File: config.mk
export PLATFORM = sky130hd
export DESIGN_NAME = alu_seq_flat
export DESIGN_NICKNAME = d
export VERILOG_FILES = /design/src/rtl/alu_pkg.sv /design/src/rtl/alu_seq_if.sv /design/src/rtl/alu_seq_muldiv_iter.sv /design/src/rtl/alu_seq.sv /design/src/flat_wrapper.sv
export SDC_FILE = /design/constraint.sdc
export NUM_CORES = 2
export LEC_CHECK = 0
export ABC_AREA = 1
export CAP_MARGIN = 20
export CORE_MARGIN = 5
export CORE_UTILIZATION = 25
export CTS_BUF_LIST = sky130_fd_sc_hd__clkbuf_4 sky130_fd_sc_hd__clkbuf_8
export DETAILED_ROUTE_END_ITERATION = 10
export GPL_TIMING_DRIVEN = 0
export MAX_ROUTING_LAYER = met4
export PLACE_DENSITY = 0.46
export SLEW_MARGIN = 20
export SYNTH_ARGS = -nofsm -noshare
export SYNTH_HDL_FRONTEND = slang
export SYNTH_SLANG_ARGS = --single-unit
File: constraint.sdc
create_clock -name clk -period 7.1 [get_ports clk]
set_input_delay 1.065 -clock clk [delete_from_list [all_inputs] [get_ports clk]]
set_output_delay 1.065 -clock clk [all_outputs]
set_load 0.05 [all_outputs]
File: src/rtl/alu_pkg.sv
// Shared definitions for the sequential ALU: operation codes, FSM state
// encoding and a helper that classifies M-extension operations.
package alu_pkg;

  // Base ops keep the original 4-bit encodings, zero-extended to 5 bits.
  localparam logic [4:0] ALU_ADD    = 5'h00;
  localparam logic [4:0] ALU_SUB    = 5'h01;
  localparam logic [4:0] ALU_LUI    = 5'h02;
  localparam logic [4:0] ALU_AND    = 5'h03;
  localparam logic [4:0] ALU_XOR    = 5'h04;
  localparam logic [4:0] ALU_OR     = 5'h05;
  localparam logic [4:0] ALU_SLL    = 5'h06;
  localparam logic [4:0] ALU_SRL    = 5'h07;
  localparam logic [4:0] ALU_SRA    = 5'h08;
  localparam logic [4:0] ALU_SLT    = 5'h09;
  localparam logic [4:0] ALU_SLTU   = 5'h0A;

  // M-extension ops occupy 1_0xxx; the low three bits select the op.
  localparam logic [4:0] ALU_MUL    = 5'h10;
  localparam logic [4:0] ALU_MULH   = 5'h11;
  localparam logic [4:0] ALU_MULHSU = 5'h12;
  localparam logic [4:0] ALU_MULHU  = 5'h13;
  localparam logic [4:0] ALU_DIV    = 5'h14;
  localparam logic [4:0] ALU_DIVU   = 5'h15;
  localparam logic [4:0] ALU_REM    = 5'h16;
  localparam logic [4:0] ALU_REMU   = 5'h17;

  typedef enum logic {
    IDLE = 1'b0,
    BUSY = 1'b1
  } state_t;

  function automatic logic is_mext(input logic [4:0] code);
    return (code[4:3] == 2'b10);
  endfunction

endpackage

File: src/rtl/alu_seq_if.sv
// Handshake/operand bundle between the EX stage and the sequential ALU.
//   master: drives in_valid, ALUCode, A, B, flush; sees in_ready, out_valid, out_result
//   slave : the ALU side of the same signals
interface alu_seq_if #(
  parameter int unsigned XLEN = 32
) ();
  logic            in_valid;
  logic            in_ready;
  logic [4:0]      ALUCode;
  logic [XLEN-1:0] A;
  logic [XLEN-1:0] B;
  logic            flush;
  logic            out_valid;
  logic [XLEN-1:0] out_result;

  modport master (
    output in_valid, ALUCode, A, B, flush,
    input  in_ready, out_valid, out_result
  );

  modport slave (
    input  in_valid, ALUCode, A, B, flush,
    output in_ready, out_valid, out_result
  );
endinterface

File: src/rtl/alu_seq_muldiv_iter.sv
// Iterative unsigned multiply / restoring divide core.
//   clk, reset : clock, asynchronous active-high reset
//   start      : load operands and begin XLEN iterations
//   abort      : cancel any run in progress (takes priority over start)
//   op_div     : 1 = divide a by b, 0 = multiply a by b
//   a, b       : unsigned operands
//   done       : one-cycle pulse the cycle after the last iteration
//   product    : 2*XLEN-bit product (valid with done, multiply mode)
//   quotient   : quotient (valid with done, divide mode)
//   remainder  : remainder (valid with done, divide mode)
module muldiv_iter #(
  parameter int unsigned XLEN = 32
) (
  input  logic              clk,
  input  logic              reset,
  input  logic              start,
  input  logic              abort,
  input  logic              op_div,
  input  logic [XLEN-1:0]   a,
  input  logic [XLEN-1:0]   b,
  output logic              done,
  output logic [2*XLEN-1:0] product,
  output logic [XLEN-1:0]   quotient,
  output logic [XLEN-1:0]   remainder
);

  localparam int unsigned CW = $clog2(XLEN);

  logic              run;
  logic              fin;
  logic              div_mode;
  logic [CW-1:0]     cnt;
  logic [2*XLEN-1:0] acc;
  logic [XLEN-1:0]   qreg;
  logic [XLEN-1:0]   opb;

  logic [XLEN:0]     add_sum;
  logic [XLEN:0]     shifted;
  logic [XLEN:0]     diff;
  logic              fits;
  logic [2*XLEN-1:0] acc_mul;
  logic [2*XLEN-1:0] acc_div;
  logic [XLEN-1:0]   q_div;

  always_comb begin
    // Multiply: {upper, multiplier} shifts right, adding the multiplicand
    // into the upper half whenever the current multiplier LSB is set.
    add_sum = {1'b0, acc[2*XLEN-1:XLEN]} + (acc[0] ? {1'b0, opb} : '0);
    acc_mul = {add_sum, acc[XLEN-1:1]};

    // Divide: partial remainder lives in acc[XLEN-1:0], dividend bits are
    // shifted out of qreg while quotient bits are shifted in.
    shifted = {acc[XLEN-1:0], qreg[XLEN-1]};
    fits    = (shifted >= {1'b0, opb});
    diff    = shifted - {1'b0, opb};
    if (fits) begin
      acc_div = {{XLEN{1'b0}}, diff[XLEN-1:0]};
      q_div   = {qreg[XLEN-2:0], 1'b1};
    end else begin
      acc_div = {{XLEN{1'b0}}, shifted[XLEN-1:0]};
      q_div   = {qreg[XLEN-2:0], 1'b0};
    end
  end

  always_ff @(posedge clk or posedge reset) begin
    if (reset) begin
      run      <= 1'b0;
      fin      <= 1'b0;
      div_mode <= 1'b0;
      cnt      <= '0;
      acc      <= '0;
      qreg     <= '0;
      opb      <= '0;
    end else begin
      fin <= 1'b0;
      if (abort) begin
        run <= 1'b0;
        cnt <= '0;
      end else if (start) begin
        run      <= 1'b1;
        cnt      <= '0;
        div_mode <= op_div;
        opb      <= b;
        if (op_div) begin
          acc  <= '0;
          qreg <= a;
        end else begin
          acc  <= {{XLEN{1'b0}}, a};
          qreg <= '0;
        end
      end else if (run) begin
        if (div_mode) begin
          acc  <= acc_div;
          qreg <= q_div;
        end else begin
          acc  <= acc_mul;
        end
        cnt <= cnt + CW'(1);
        if (cnt == CW'(XLEN - 1)) begin
          run <= 1'b0;
          fin <= 1'b1;
        end
      end
    end
  end

  assign done      = fin;
  assign product   = acc;
  assign quotient  = qreg;
  assign remainder = acc[XLEN-1:0];

endmodule

File: src/rtl/alu_seq.sv
// Pipelined EX-stage ALU: single-cycle RV32I ops and fixed-latency
// (XLEN+1) RV32M ops on a shared iterative datapath.
//   clk   : rising-edge clock
//   reset : asynchronous active-high reset
//   bus   : slave side of alu_seq_if (valid/ready request, flush,
//           out_valid pulse with registered out_result)
module alu_seq
  import alu_pkg::*;
#(
  parameter int unsigned XLEN = 32,
  parameter int unsigned SHW  = $clog2(XLEN)
) (
  input  logic     clk,
  input  logic     reset,
  alu_seq_if.slave bus
);

  state_t state, state_nxt;

  logic              accept;
  logic              core_start;
  logic              core_done;
  logic [2*XLEN-1:0] product;
  logic [XLEN-1:0]   quotient;
  logic [XLEN-1:0]   remainder;

  logic [XLEN-1:0]   base_res;
  logic [SHW-1:0]    shamt;

  logic              a_signed, b_signed, a_neg, b_neg;
  logic [XLEN-1:0]   mag_a, mag_b;

  logic [2:0]        m_op;
  logic              neg_res;
  logic              neg_rem;
  logic              div_zero;
  logic [XLEN-1:0]   a_hold;

  logic [2*XLEN-1:0] prod_s;
  logic [XLEN-1:0]   quot_s, rem_s;
  logic [XLEN-1:0]   final_res;

  logic              out_valid_q;
  logic [XLEN-1:0]   result_q;

  // ---------------- FSM: state register ----------------
  always_ff @(posedge clk or posedge reset) begin
    if (reset) state <= IDLE;
    else       state <= state_nxt;
  end

  // ---------------- FSM: next state ----------------
  always_comb begin
    state_nxt = state;
    unique case (state)
      IDLE: if (accept && is_mext(bus.ALUCode)) state_nxt = BUSY;
      BUSY: if (bus.flush || core_done)         state_nxt = IDLE;
      default: state_nxt = IDLE;
    endcase
  end

  // ---------------- FSM: outputs ----------------
  always_comb begin
    bus.in_ready = (state == IDLE);
    accept       = bus.in_valid && (state == IDLE) && !bus.flush;
    core_start   = accept && is_mext(bus.ALUCode);
  end

  // ---------------- Base (single-cycle) ops ----------------
  assign shamt = bus.B[SHW-1:0];

  always_comb begin
    unique case (bus.ALUCode)
      ALU_ADD:  base_res = bus.A + bus.B;
      ALU_SUB:  base_res = bus.A - bus.B;
      ALU_LUI:  base_res = bus.B;
      ALU_AND:  base_res = bus.A & bus.B;
      ALU_XOR:  base_res = bus.A ^ bus.B;
      ALU_OR:   base_res = bus.A | bus.B;
      ALU_SLL:  base_res = bus.A << shamt;
      ALU_SRL:  base_res = bus.A >> shamt;
      ALU_SRA:  base_res = $unsigned($signed(bus.A) >>> shamt);
      ALU_SLT:  base_res = XLEN'($signed(bus.A) < $signed(bus.B));
      ALU_SLTU: base_res = XLEN'(bus.A < bus.B);
      default:  base_res = '0;
    endcase
  end

  // ---------------- M-op operand preparation ----------------
  // The core is unsigned; signed ops feed magnitudes and the signs are
  // re-applied to the raw result on completion.
  always_comb begin
    a_signed = (bus.ALUCode == ALU_MULH) || (bus.ALUCode == ALU_MULHSU) ||
               (bus.ALUCode == ALU_DIV)  || (bus.ALUCode == ALU_REM);
    b_signed = (bus.ALUCode == ALU_MULH) ||
               (bus.ALUCode == ALU_DIV)  || (bus.ALUCode == ALU_REM);
    a_neg    = a_signed && bus.A[XLEN-1];
    b_neg    = b_signed && bus.B[XLEN-1];
    mag_a    = a_neg ? ('0 - bus.A) : bus.A;
    mag_b    = b_neg ? ('0 - bus.B) : bus.B;
  end

  always_ff @(posedge clk or posedge reset) begin
    if (reset) begin
      m_op     <= '0;
      neg_res  <= 1'b0;
      neg_rem  <= 1'b0;
      div_zero <= 1'b0;
      a_hold   <= '0;
    end else if (core_start) begin
      m_op     <= bus.ALUCode[2:0];
      neg_res  <= a_neg ^ b_neg;
      neg_rem  <= a_neg;
      div_zero <= (bus.B == '0);
      a_hold   <= bus.A;
    end
  end

  muldiv_iter #(
    .XLEN (XLEN)
  ) u_core (
    .clk       (clk),
    .reset     (reset),
    .start     (core_start),
    .abort     (bus.flush),
    .op_div    (bus.ALUCode[2]),
    .a         (mag_a),
    .b         (mag_b),
    .done      (core_done),
    .product   (product),
    .quotient  (quotient),
    .remainder (remainder)
  );

  // ---------------- M-op sign correction / special cases ----------------
  // Overflow (most-negative / -1) needs no special path: the magnitude
  // divide yields 2^(XLEN-1) with remainder 0, which is the required answer.
  always_comb begin
    prod_s = neg_res ? ('0 - product)   : product;
    quot_s = neg_res ? ('0 - quotient)  : quotient;
    rem_s  = neg_rem ? ('0 - remainder) : remainder;
    unique case (m_op)
      3'd0:       final_res = product[XLEN-1:0];
      3'd1, 3'd2,
      3'd3:       final_res = prod_s[2*XLEN-1:XLEN];
      3'd4, 3'd5: final_res = div_zero ? '1 : quot_s;
      default:    final_res = div_zero ? a_hold : rem_s;
    endcase
  end

  // ---------------- Result register ----------------
  always_ff @(posedge clk or posedge reset) begin
    if (reset) begin
      out_valid_q <= 1'b0;
      result_q    <= '0;
    end else begin
      out_valid_q <= 1'b0;
      if (accept && !is_mext(bus.ALUCode)) begin
        out_valid_q <= 1'b1;
        result_q    <= base_res;
      end else if ((state == BUSY) && core_done && !bus.flush) begin
        out_valid_q <= 1'b1;
        result_q    <= final_res;
      end
    end
  end

  // A base result registered the edge before a flush is withheld while
  // flush is high.
  assign bus.out_valid  = out_valid_q && !bus.flush;
  assign bus.out_result = result_q;

endmodule

File: src/flat_wrapper.sv
// flat-port wrapper written by rule: the top's interface ports become plain ports
module alu_seq_flat import alu_pkg::*;
#(
  parameter int unsigned XLEN = 32,
  parameter int unsigned SHW  = $clog2(XLEN)
)
  (clk, reset, bus_in_valid, bus_ALUCode, bus_A, bus_B, bus_flush, bus_in_ready, bus_out_valid, bus_out_result);
  alu_seq_if #(.XLEN(XLEN)) bus_i ();
  input  logic clk;
  input  logic reset;
  input wire logic [$bits(bus_i.in_valid)-1:0] bus_in_valid;
  input wire logic [$bits(bus_i.ALUCode)-1:0] bus_ALUCode;
  input wire logic [$bits(bus_i.A)-1:0] bus_A;
  input wire logic [$bits(bus_i.B)-1:0] bus_B;
  input wire logic [$bits(bus_i.flush)-1:0] bus_flush;
  output wire logic [$bits(bus_i.in_ready)-1:0] bus_in_ready;
  output wire logic [$bits(bus_i.out_valid)-1:0] bus_out_valid;
  output wire logic [$bits(bus_i.out_result)-1:0] bus_out_result;
  assign bus_i.in_valid = bus_in_valid;
  assign bus_i.ALUCode = bus_ALUCode;
  assign bus_i.A = bus_A;
  assign bus_i.B = bus_B;
  assign bus_i.flush = bus_flush;
  assign bus_in_ready = bus_i.in_ready;
  assign bus_out_valid = bus_i.out_valid;
  assign bus_out_result = bus_i.out_result;
  alu_seq #(.XLEN(XLEN), .SHW(SHW)) u_core (.clk(clk), .reset(reset), .bus(bus_i));
endmodule
==> Word-level counts from Yosys, hierarchy flattened <==
Cells that the tools add are included.
{ "word_totals": {"input_bits": 73, "regBits": 208, "output_inout_bits": 34, "wordCells": 125} }
{ "op_classes": {"eq_ne": 21, "order_cmp": 3, "n_mux": 38, "shift": 3, "n_addsub": 10, "bitwise_logic": 6, "reduce_logical": 29} }
{ "ops": {"columns": ["operator", "count"], "rows": [
  ["32-bit 2-to-1 mux", 15],
  ["32-bit one-hot mux with 11 select lines", 1],
  ["64-bit 2-to-1 mux", 4],
  ["1-bit by 32-bit subtractor with 32-bit output, first input constant", 4],
  ["32-bit one-hot mux with 3 select lines", 1],
  ["32-bit < comparator", 2],
  ["1-bit by 64-bit subtractor with 64-bit output, first input constant", 1],
  ["32-bit subtractor", 2],
  ["32-bit by 33-bit adder with 33-bit output", 1],
  ["33-bit by 32-bit greater-or-equal comparator with 1-bit output", 1],
  ["32-bit adder", 1],
  ["32-bit bitwise AND", 1],
  ["32-bit logical NOT", 1],
  ["32-bit OR", 1],
  ["32-bit by 5-bit << shifter with 32-bit output", 1],
  ["32-bit by 5-bit >> shifter with 32-bit output", 1],
  ["32-bit by 5-bit >>> shifter with 32-bit output", 1],
  ["32-bit bitwise XOR", 1],
  ["5-bit == test, second input constant", 5],
  ["5-bit by 3-bit == test with 1-bit output, second input constant", 4],
  ["5-bit by 4-bit == test with 1-bit output, second input constant", 3],
  ["5-bit 2-to-1 mux", 3],
  ["1-bit 2-to-1 mux", 13],
  ["5-bit by 2-bit == test with 1-bit output, second input constant", 2],
  ["20 further kinds", 40]
]} }

==> Depth between registers and ports, before layout <==
{ "logic_depth": {"ltp_word": 8, "mapped_depth": 21, "depth_no_buf": 18} }

==> Cells and area by module <==
Synthesis repeated with hierarchy kept, for this count alone.
{ "unflattened": {"hier_cells": 5516, "area_unflattened_um2": 30660.7} }
{ "by_module_without_submodules": {"columns": ["mod", "area_each_um2", "n_inst", "cells_each", "seq_area_each_um2"], "rows": [
  ["alu_seq", 19322.3, 1, 3782, 1801.7],
  ["muldiv_iter", 11338.4, 1, 1734, 3403.3]
]} }

==> Worst setup path after synthesis <==
No wires, ideal clock.
{ "synth_path": {"path_type": "in2reg", "from": "input port bus_B[3]", "to": "register u_core.result_q[17] (netlist: u_core.bus.out_result[17])", "arrival_ps": 3183, "required_ps": 6982, "setup_time_ps": 118, "path_stages": 19, "slack_ps": 3799, "path_buffers": 3, "cell_sequence": "buf_4 -> inv_1 -> buf_2 -> buf_1 -> ha_1 -> nor2_1 -> nand3_1 -> nand3_1 -> nand2_1 -> nand2_1 -> nand3_1 -> nand2_1 -> nand2_1 -> nand3_1 -> nand3_1 -> nand2_1 -> nand2_1 -> nand2_1 -> nand2_1"} }
{ "synth_via": {"elab_chain_len": 3, "elab_cells_between_ends": 7, "classes_between": "2 x add/sub; 3 x shift; 2 x mux"} }
{ "synth_lines": {"columns": ["element", "line", "source"], "rows": [
  ["from (decl)", "flat_wrapper.sv:14", "input wire logic [$bits(bus_i.B)-1:0] bus_B;"],
  ["32-bit subtractor, or another cell as far along", "alu_seq.sv:75", "ALU_SUB: base_res = bus.A - bus.B;"],
  ["32-bit one-hot mux with 11 select lines *", "alu_seq.sv:73", "unique case (bus.ALUCode)"],
  ["32-bit 2-to-1 mux *", "alu_seq.sv:158", "if (accept && !is_mext(bus.ALUCode)) begin"],
  ["to (signal assigned)", "alu_seq.sv:160", "result_q <= base_res;"],
  ["to (signal assigned)", "alu_seq.sv:163", "result_q <= final_res;"],
  ["to (decl)", "alu_seq.sv:44", "logic [XLEN-1:0] result_q;"]
]} }
Every way passes the cells marked *; elsewhere a longest branch is shown, timed or not.
A chain may end at the register's enable or synchronous reset.

==> Final worst setup path <==
{ "layout_path": {"from": "input port bus_B[3]", "to": "register u_core.result_q[12] (netlist: u_core.bus.out_result[12])"} }
The elaborated chain is that of the path after synthesis.

==> flow_summary.ini <==
[grt]
grt.total_usage = 0.321
overflow = 0
grt_first_pass_wirelength_mm = 280
grt_pass1_vias = 36300
grt_start_max_net_pins = 93
antenna_found_initial = 5

[synthesis]
synth_area_um2 = 29400
seq_area_frac_synth = 0.177
synth_edf_count = 0
yosysWarnings = 0
ys_types = 46
syn_avg_cell_area_um2 = 5.47
synthCells = 5367
yosys_register_bits = 208
synth_nets = 5619
synthFlopType = dfrtp_1
async_flop_share = 1.00

[routing]
vias = 38400
postRouteAntennaNets = 0
drt-vias-per-instance = 5.42
dr.first_iter.drc_count = 4304
firstDrtPassIters = 7
finalWirelength_mm = 204
drc_errors = 0
wl_per_cell_um = 28.8

[sta]
fin_ws_ps = 1740
rsz0062_at_grt = no
setup-violations-final = 0
hold_viol_final = 0
fin_crit_sh = 0.755
relSlewSlack = 0.163
slew_violations = 0
hold_slack_ps = 461
timing.fmax_mhz = 186
worst_pin_slew_ps = 1260
period_needed_ps = 5360
fin_worst_skew_ps = 53.2

[layout]
nets = 5773
area_growth_pct = 13.8
final_area_um2 = 33400
drive_gt1_frac = 0.0301
fillers = 13700
finalNonFillerCells = 7082

[floorplan]
num_rows = 125
start_util = 0.252
coreArea_um2 = 116000
io_pins = 107
die-area_um2 = 124000
die_y_um = 353
die_x_um = 353

[worst_setup_path]
cp.depth = 18
critPathRequiredTime_ps = 7650
critPathMaxStageDelay_ps = 920
endpoint_kind = flip-flop
path_cells = clkdlybuf4s50_1, buf_4, inv_1, buf_2, buf_1, ha_1, o21ai_0, nand2_1, nand3_1, nand2_1, nand2_1, o21ai_0, nor2_1, nand2_1, nand2_1, nand2_1, nand2_1, nand2_1
cp.arrival_ps = 5910
crit_path_frequent_cell = nand2_1
r2r_cells = 15
cp-startpoint = bus_B[3]
cpMaxStageDelayCell = buf_1
r2r_start = u_core.u_core.product[0]$_DFFE_PP0P_
worst-setup-path-type = primary input to flip-flop
critPathMaxFanout = 11
cp-endpoint = u_core.bus.out_result[12]$_DFFE_PP0P_
r2r_end = u_core.u_core.product[59]$_DFFE_PP0P_
crit_buf_inv = 5
rrSetupSlack_ps = 3290
worst_setup_path_start_kind = primary input
path_delay_family = buffers and inverters

[power]
peakVddDrop_mv = 0.127
p_sw_mw = 5.62
p_leak_nw = 16.7
combPwrFrac = 0.614
swShare = 0.578
power_mw = 9.72
clockPowerShare = 0.155
seqPwrFrac = 0.231
power_density_nw_per_um2 = 291
intPower_mw = 4.10

[placement]
io_buffers = 106
dp_hpwl_mm = 170
routabilityCongestion = 1.06
placed_area_um2 = 32400
placed_cells = 6999
place_ws_ps = 1120

[clocking]
clkSinkCount = 208
holdBufCountCts = 0
cts_root_buffer = clkbuf_8
cts_buffer_depth = 3
clk_latency_ps = 660
postCtsSetupBuffers = 0
clkTransAtPathRegs_ps = 60
cts_made_buffers = 43
cts_tree = done
h-tree-depth = 2
post_cts_resized = 0

[run]
maxCapViolations = 0

[run_status]
status = finished clean

[hold_path]
hp-class = flip-flop to flip-flop
-- cells in the mapped netlist, drive strengths merged, types with 16 or more instances --
library cell	count	area, µm²
clkbuf	145	544
nand2	1696	6370
nor3	49	245
nor2	631	2430
xor2	61	534
a21oi	324	1620
nand3b	16	120
inv	657	2470
nand4	70	438
ha	175	2190
dfrtp	208	5200
o22ai	48	300
o21ai	318	1590
buf	71	325
o21bai	17	128
nand3	713	3570
a22oi	26	195
o211ai	31	233
-- logic make-up after synthesis --
group,synth area share
buffers and inverters,0.114
xor gates and xnor gates,0.0224
adders and majority gates,0.0773
DFF,0.177
and+or+nand+nor,0.457
AOI/OAI and AO/OA,0.152
-- flip-flops by register name (all words and copies together) (netlist names), 3 cells and up --
| name | count |
|---|---|
| u_core.u_core.product | 64 |
| u_core.bus.out_result | 32 |
| u_core.u_core.quotient | 32 |
| u_core.u_core.opb | 32 |
| u_core.m_op | 3 |
| u_core.a_hold | 32 |
| u_core.u_core.cnt | 5 |
-- power by group through the flow --
| stage | combinational [mW] | sequential (mW) | clock [mW] |
|---|---|---|---|
| after floorplan | 3.47 | 2.08 | 0 |
| after global placement | 5.84 | 2.24 | 0 |
| after detailed placement | 5.83 | 2.23 | 0 |
| after CTS | 5.86 | 2.21 | 1.53 |
| after global routing | 6.44 | 2.25 | 1.57 |
| final | 5.97 | 2.25 | 1.51 |
-- layer usage --
metal / global-route usage / up-vias / routed length (µm)
li1: - / 17800 / -
met1: 0.392 / 18500 / 84300
met2: 0.525 / 1708 / 94100
met3: 0.0342 / 430 / 11900
met4: 0.171 / 0 / 13900
met5: - / - / 0
-- how the worst min path moves through the flow --
stage                                  to  slack (ps)  depth (start not counted)                    startpoint
6_report           u_core.state$_DFF_PP0_         460                          1  u_core.u_core.done$_DFF_PP0_
5_1_grt        u_core.m_op[0]$_DFFE_PP0P_         500                          2    u_core.m_op[0]$_DFFE_PP0P_
4_1_cts            u_core.state$_DFF_PP0_         460                          1  u_core.u_core.done$_DFF_PP0_
3_5_place_dp       u_core.state$_DFF_PP0_         450                          1  u_core.u_core.done$_DFF_PP0_
3_3_place_gp       u_core.state$_DFF_PP0_         450                          1  u_core.u_core.done$_DFF_PP0_
2_1_floorplan      u_core.state$_DFF_PP0_         420                          1  u_core.u_core.done$_DFF_PP0_
-- area by class of cell --
class / instances / area (µm²) / share of cell area
Antenna cell: 4 / 10.0 / 0.000300
Buffer: 216 / 873 / 0.0262
Clock buffer: 63 / 805 / 0.0241
Clock inverter: 15 / 176 / 0.00528
Inverter: 660 / 2480 / 0.0744
Multi-Input combinational cell: 4283 / 20800 / 0.623
Sequential cell: 208 / 5200 / 0.156
Tap cell: 1524 / 1910 / 0.0571
Timing Repair Buffer: 109 / 1130 / 0.0339
-- stage by stage --
step                       util  TNS, ps
after floorplan               -        0
after global placement    0.278  -719510
after detailed placement  0.278        0
after CTS                 0.287        0
after global routing      0.287        0
final                     0.287        0
-- placed cells by master, fill, tap and decap left out, types with 31 or more instances in the layout --
cell / instances
clkbuf_1: 142
nor3_1: 49
o21ai_0: 308
xor2_1: 61
nand3_1: 713
nand4_1: 70
inv_1: 643
o22ai_1: 48
nor2_1: 613
buf_2: 41
ha_1: 175
clkdlybuf4s50_1: 106
o211ai_1: 31
nand2_1: 1695
clkbuf_8: 53
a21oi_1: 324
dfrtp_1: 208
Note: power is estimated with default switching activity, not from simulation.
